$ cat src/rtl/stream_mux_arb.sv
// rtl/stream_mux_arb.sv - N:1 valid/ready stream mux with fixed-select or round-robin grant and one registered output stage
module stream_mux_arb #(
    parameter  int N     = 4,
    parameter  int W     = 32,
    localparam int SEL_W = $clog2(N)
) (
    input  logic             clk,
    input  logic             reset_n,
    input  logic [N-1:0]     in_valid,
    output logic [N-1:0]     in_ready,
    input  logic [N*W-1:0]   in_data,
    input  logic             mode_rr,
    input  logic [SEL_W-1:0] sel,
    output logic             out_valid,
    input  logic             out_ready,
    output logic [W-1:0]     out_data,
    output logic [SEL_W-1:0] out_src
);

    // Round-robin pointer: the most recently granted channel in rr mode.
    logic [SEL_W-1:0] ptr;
    logic [SEL_W-1:0] grant;
    logic             grant_valid;
    logic             load;
    logic             transfer;
    int               sel_int;
    int               idx;

    // The output stage can take a beat when empty or when its beat drains this cycle.
    assign load = !out_valid || out_ready;

    // Grant selection. In rr mode the search walks from the farthest channel
    // back to ptr+1, so the last hit written is the nearest one after ptr;
    // ptr itself is covered at distance N, i.e. with lowest priority.
    always_comb begin
        grant_valid = 1'b0;
        grant       = '0;
        sel_int     = int'(sel);
        idx         = 0;
        if (!mode_rr) begin
            if (sel_int < N) begin
                grant_valid = 1'b1;
                grant       = sel;
            end
        end else begin
            for (int k = N; k >= 1; k--) begin
                idx = (int'(ptr) + k) % N;
                if (in_valid[idx]) begin
                    grant_valid = 1'b1;
                    grant       = SEL_W'(idx);
                end
            end
        end
    end

    // Only the granted channel sees ready, and only while the output stage can load.
    // Held low during reset so no beat is reported accepted while registers are cleared.
    always_comb begin
        in_ready = '0;
        if (reset_n && grant_valid && load) begin
            in_ready[grant] = 1'b1;
        end
    end

    assign transfer = grant_valid && in_valid[grant] && load;

    // Output register and rr pointer update; a new beat replaces a draining one with no bubble.
    always_ff @(posedge clk or negedge reset_n) begin
        if (!reset_n) begin
            out_valid <= 1'b0;
            out_data  <= '0;
            out_src   <= '0;
            ptr       <= SEL_W'(N - 1);
        end else begin
            if (transfer) begin
                out_valid <= 1'b1;
                out_data  <= in_data[int'(grant)*W +: W];
                out_src   <= grant;
                if (mode_rr) begin
                    ptr <= grant;
                end
            end else if (out_valid && out_ready) begin
                out_valid <= 1'b0;
            end
        end
    end

endmodule

$ cat config.mk
export PLATFORM = sky130hd
export DESIGN_NAME = stream_mux_arb
export DESIGN_NICKNAME = d
export VERILOG_FILES = /design/src/rtl/stream_mux_arb.sv
export SDC_FILE = /design/constraint.sdc
export NUM_CORES = 1
export LEC_CHECK = 0
export BUFFER_PORTS_ARGS = -buffer_cell sky130_fd_sc_hd__buf_4
export CORE_ASPECT_RATIO = 0.9
export CORE_MARGIN = 2
export CORE_UTILIZATION = 38
export DETAILED_ROUTE_END_ITERATION = 6
export PLACE_DENSITY = 0.77
export SKIP_CTS_REPAIR_TIMING = 1
export SYNTH_ARGS = -nofsm -noshare
export SYNTH_HDL_FRONTEND = slang
export SYNTH_SLANG_ARGS = --single-unit
$ cat constraint.sdc
create_clock -name clk -period 2.2 [get_ports clk]
set_input_delay 0.22 -clock clk [delete_from_list [all_inputs] [get_ports clk]]
set_output_delay 0.22 -clock clk [all_outputs]
set_load 0.02 [all_outputs]
==> results of run 1 <==
-- metrics by stage --
step	hold WS (ns)	cells	cell area [um^2]
floorplan	-0.0756	225	2660
global placement	0.308	485	4130
detailed placement	0.314	485	4130
CTS	0.00302	493	4210
global route	0.0344	495	4240
finish	0.00133	495	4240
-- final timing paths --
| path | from | endpoint | cells after the start |
|---|---|---|---|
| max | ptr[1]$_DFFE_PN1P_ | out_data[24]$_DFFE_PN0P_ | 7 |
| min | reset_n | out_data[3]$_DFFE_PN0P_ | 2 |
| max reg2reg | ptr[1]$_DFFE_PN1P_ | out_data[24]$_DFFE_PN0P_ | 7 |
| min reg2reg | out_data[5]$_DFFE_PN0P_ | out_data[5]$_DFFE_PN0P_ | 1 |
| max in group asynchronous | reset_n | ptr[1]$_DFFE_PN1P_ | 2 |
| min in group clk | in_valid[2] | ptr[0]$_DFFE_PN1P_ | 4 |
-- routing by layer --
layer | track usage | share of wire | vias to the layer above
li1 | - | - | 1192
met4 | 0.0393 | 0.0085 | 0
met3 | 0.0626 | 0.086 | 7
met5 | 0 | 0 | -
met1 | 0.222 | 0.40 | 1115
met2 | 0.327 | 0.51 | 103
-- registers in the layout, summed over array words and instances (netlist names) --
name / cells
ptr: 2
out_data: 32
out_valid: 1
out_src: 2
-- cell families (layout without fill, tap and decap cells) --
group,Yosys count,after routing,synth area share
DFF,37,37,0.351
muxes,130,130,0.508
buffers and inverters,17,197,0.0379
AOI/OAI and AO/OA,20,20,0.0625
and+or+nand+nor,21,21,0.0407
-- power by group --
part | switching (mW) | internal [mW] | total (mW)
Clock | 0.213 | 0.225 | 0.437
Sequential | 0.187 | 1.03 | 1.22
Combinational | 1.14 | 1.24 | 2.38
-- placed cells by master, fill, tap and decap left out, types with 3 or more instances in the layout --
cell type and count:
buf_4 183, mux2i_1 97, dfrtp_1 35, mux2_2 26, mux2_1 5, clkbuf_8 5
nand2_1 4, nor2_1 4, buf_12 4, a21oi_1 3, clkbuf_1 3
-- worst max-delay path, stage by stage (launching register included) --
cell and delay (ns):
dfstp_2 0.56, mux2i_1 0.22, o221ai_2 0.16, o21ai_2 0.21, mux2i_2 0.12, a211oi_4 0.33, buf_12 0.20, mux2_2 0.34
-- final cells by class --
class	instances	area, um^2
fill	549	2420
multi-input combinational	171	1650
tap	90	113
inverter	1	3.75
clock buffer	8	80.1
sequential	37	928
timing repair buffer	188	1470
==> out/summary.txt, run 1 <==
outcome -> finished, violations left
failing checks -> setup timing
final WL -> 7200 um
antenna violations before repair -> 0
ys async rst share -> 1.00
routed len/inst -> 14.5 um
CTS tree -> yes
total CTS buffers -> 5
synthesized area -> 2640 um^2
first drt pass iteration count -> 4
Root Buffer -> clkbuf_8
number of nets in the layout -> 542
CP Class -> reg2reg
vias in the first global route -> 2443
leakage power -> 2.20 nW
Post-Syn Nets -> 363
syn avg cell area -> 11.7 um^2
largest net degree at the start of global routing -> 40
prevailing post-synth register cell -> dfrtp_1
Setup WS pre-CTS -> -0.0518 ns
Die W -> 91.9 um
Hold Path Class -> in2async
Post-synth EDFFs -> 0
Crit. End Element -> flip-flop
max-slew headroom at the worst pin -> 0.695
# port buffers -> 176
fin. max-slew vios -> 0
Max rail drop VDD -> 434 uV
pwr dens -> 952 nW/um^2
RSZ-0062 raised after global routing -> yes
Final Hold Vio Count -> 0
CTS Buffer Depth -> 2
final antenna-violating net count -> 0
max cap viols -> 0
final critical-path share of the clock period -> 1.03
Design Power -> 4.04 mW
full die area -> 7640 um^2
Synth area leader -> mux2i_1
Final Util -> 0.637
post-route worst setup slack -> -0.0713 ns
post-synth top area share -> 0.371
First DRT Iteration DRCs -> 56
yosys warns -> 0
GPL Wtd Cong -> 0.792
Seq/Total Area, Yosys -> 0.351
Worst Path Arrival -> 2.44 ns
Synth area leaders -> mux2i_1, dfrtp_1, mux2_2
Die H -> 83.1 um
clk_lat worst skew -> 0.28 ns
H-tree levels -> 2
Core Rows -> 28
Worst Clk Skew -> 0.00739 ns
minimum clock period -> 2.27 ns
clk sinks -> 37
Worst setup SP type -> flip-flop
crit-path max FO -> 19
Cells after Synth -> 225
initial core utilization -> 0.397
# IOs -> 177
Worst-Margin Slew -> 0.458 ns
GRT Total Usage -> 0.187
# DRC -> 0
final setup fails -> 34
GRT overflow -> 0
synth cell count leaders -> mux2i_1, dfrtp_1, mux2_2, buf_2
Clk pin slew, worst setup/hold paths -> 0.07 ns
first-pass GRT wire length -> 11700 um
Netlist cell types -> 34
n_diodes -> 0
critical path required time -> 2.36 ns
vias -> 2417
Reg2Reg Setup Slack -> -0.07 ns
layout cells sized above 1 -> 0.578
Max Clk Rate -> 0.440 GHz
area grow syn2layout -> 60.4%
cell with the most instances after synthesis -> mux2i_1
core area -> 6660 um^2
Fin Setup TNS -> -1.85 ns
vias per cell -> 4.88
post-DP HPWL -> 5850 um
synthesized flop and latch total -> 37
Power figures use the tool's default switching activity.
==> run 2: changes to the inputs <==
--- a/config.mk
+++ b/config.mk
@@ -6,11 +6,13 @@
 export NUM_CORES = 1
 export LEC_CHECK = 0
 export BUFFER_PORTS_ARGS = -buffer_cell sky130_fd_sc_hd__buf_4
+export CAP_MARGIN = 20
 export CORE_ASPECT_RATIO = 0.9
 export CORE_MARGIN = 2
 export CORE_UTILIZATION = 38
 export DETAILED_ROUTE_END_ITERATION = 6
 export PLACE_DENSITY = 0.77
+export RECOVER_POWER = 100
 export SKIP_CTS_REPAIR_TIMING = 1
 export SYNTH_ARGS = -nofsm -noshare
 export SYNTH_HDL_FRONTEND = slang
==> out/summary.txt, run 2 (same netlist as run 1, synthesis figures left out) <==
Post-DP Area -> 4130 um^2
First DRT Iteration DRCs -> 90
initial core utilization -> 0.397
final setup fails -> 34
# DRC -> 0
final WL -> 7220 um
GPL Wtd Cong -> 0.792
fin. max-slew vios -> 38
# port buffers -> 176
# IOs -> 177
Core Rows -> 28
net switching power -> 1.54 mW
pwr dens -> 917 nW/um^2
GRT Total Usage -> 0.187
total CTS buffers -> 5
full die area -> 7640 um^2
vias per cell -> 4.88
post-route worst setup slack -> -0.0697 ns
vias -> 2415
core area -> 6660 um^2
max-slew headroom at the worst pin -> -0.315
Die H -> 83.1 um
antenna violations before repair -> 0
Worst Clk Skew -> 0.00641 ns
crit-path max FO -> 19
met3 WL -> 597 um
Seq pwr share -> 0.322
Worst setup SP type -> flip-flop
commonest non-fill, non-tap cell in the layout -> buf_4
top sig layer -> met4
clk sinks -> 37
Final Hold Vio Count -> 0
n_diodes -> 0
clock power share -> 0.117
Clk pin slew, worst setup/hold paths -> 0.07 ns
wire length on met1 -> 2900 um
first-pass GRT wire length -> 11700 um
CP Class -> reg2reg
routed len/inst -> 14.6 um
final antenna-violating net count -> 0
first drt pass iteration count -> 4
cell-internal power -> 2.22 mW
H-tree levels -> 2
CTS Buffer Depth -> 2
final critical-path share of the clock period -> 1.03
Crit. End Element -> flip-flop
vias in the first global route -> 2443
CTS tree -> yes
Worst-Margin Slew -> 1.97 ns
Max rail drop VDD -> 402 uV
max cap viols -> 1
Most flops, register -> out_data
number of nets in the layout -> 542
GRT overflow -> 0
Hold Path Class -> in2reg
post-DP HPWL -> 5850 um
Max Clk Rate -> 0.441 GHz
RSZ-0062 raised after global routing -> yes
failing checks -> capacitance limit, slew limit, setup timing
area grow syn2layout -> 55.1%
post-route cell area -> 4100 um^2
Reg2Reg Setup Slack -> -0.07 ns
logic gate share of total power -> 0.561
minimum clock period -> 2.27 ns
wire length on met2 -> 3670 um
Final Util -> 0.616
Regs by FF count -> out_data x32, out_src x2, ptr x2
leakage power -> 2.06 nW
Net Sw Frac -> 0.409
layout cells sized above 1 -> 0.486
outcome -> finished, violations left
largest net degree at the start of global routing -> 40
most frequent cells in the layout -> buf_4, mux2i_1, clkbuf_1
Root Buffer -> clkbuf_8
Worst Path Arrival -> 2.44 ns
Die W -> 91.9 um
clk_lat worst skew -> 0.28 ns
critical path required time -> 2.37 ns
max FFs per register -> 32
-- run 2: per-stage QoR --
stage                     hold WS (ns)  worst slack (ns)  power (mW)  cells  TNS [ns]
after floorplan                -0.0756           -0.0885        2.61    225     -2.39
after global placement           0.308           0.00669        3.56    485         0
after detailed placement         0.314           -0.0518        3.61    485    -0.912
after CTS                      0.00302            -0.115        4.07    493     -1.77
after global routing             0.263            -0.161        4.00    495     -6.68
final                            0.247           -0.0697        3.76    495     -1.84
-- run 2: cell type report --
cell class | count | area [um^2]
well taps | 90 | 113
inverters | 1 | 3.75
clock buffers | 8 | 80.1
multi-input cells | 171 | 1650
fillers | 577 | 2560
flip-flops and latches | 37 | 928
repair buffers | 188 | 1330
-- run 2: routing by layer --
layer,vias to the layer above,track usage
met5,-,0
met3,7,0.0626
met1,1115,0.222
met2,103,0.327
li1,1190,-
met4,0,0.0393
-- run 2: final timing paths --
check                                              from                        to  cells after the start
min in group asynchronous                       reset_n   out_data[7]$_DFFE_PN0P_                      2
worst min register to register  out_data[5]$_DFFE_PN0P_   out_data[5]$_DFFE_PN0P_                      1
max in group asynchronous                       reset_n  out_data[15]$_DFFE_PN0P_                      2
worst max register to register       ptr[1]$_DFFE_PN1P_  out_data[24]$_DFFE_PN0P_                      7
worst min-delay path                        in_valid[2]        ptr[0]$_DFFE_PN1P_                      4
worst max-delay path                 ptr[1]$_DFFE_PN1P_  out_data[24]$_DFFE_PN0P_                      7
-- run 2: worst max-delay path, cell delays in order, from the launching register on --
cell and delay, ns:
dfstp_2 0.56, mux2i_1 0.22, o221ai_2 0.16, o21ai_2 0.21, mux2i_2 0.12, a211oi_4 0.33
buf_12 0.20, mux2_2 0.34
-- run 2: power by group through the flow --
stage / Clock, mW / Sequential, mW / Combinational, mW
floorplan: 0 / 1.61 / 0.999
global placement: 0 / 1.22 / 2.34
detailed placement: 0 / 1.22 / 2.40
CTS: 0.456 / 1.22 / 2.39
global route: 0.483 / 1.26 / 2.26
finish: 0.440 / 1.21 / 2.11
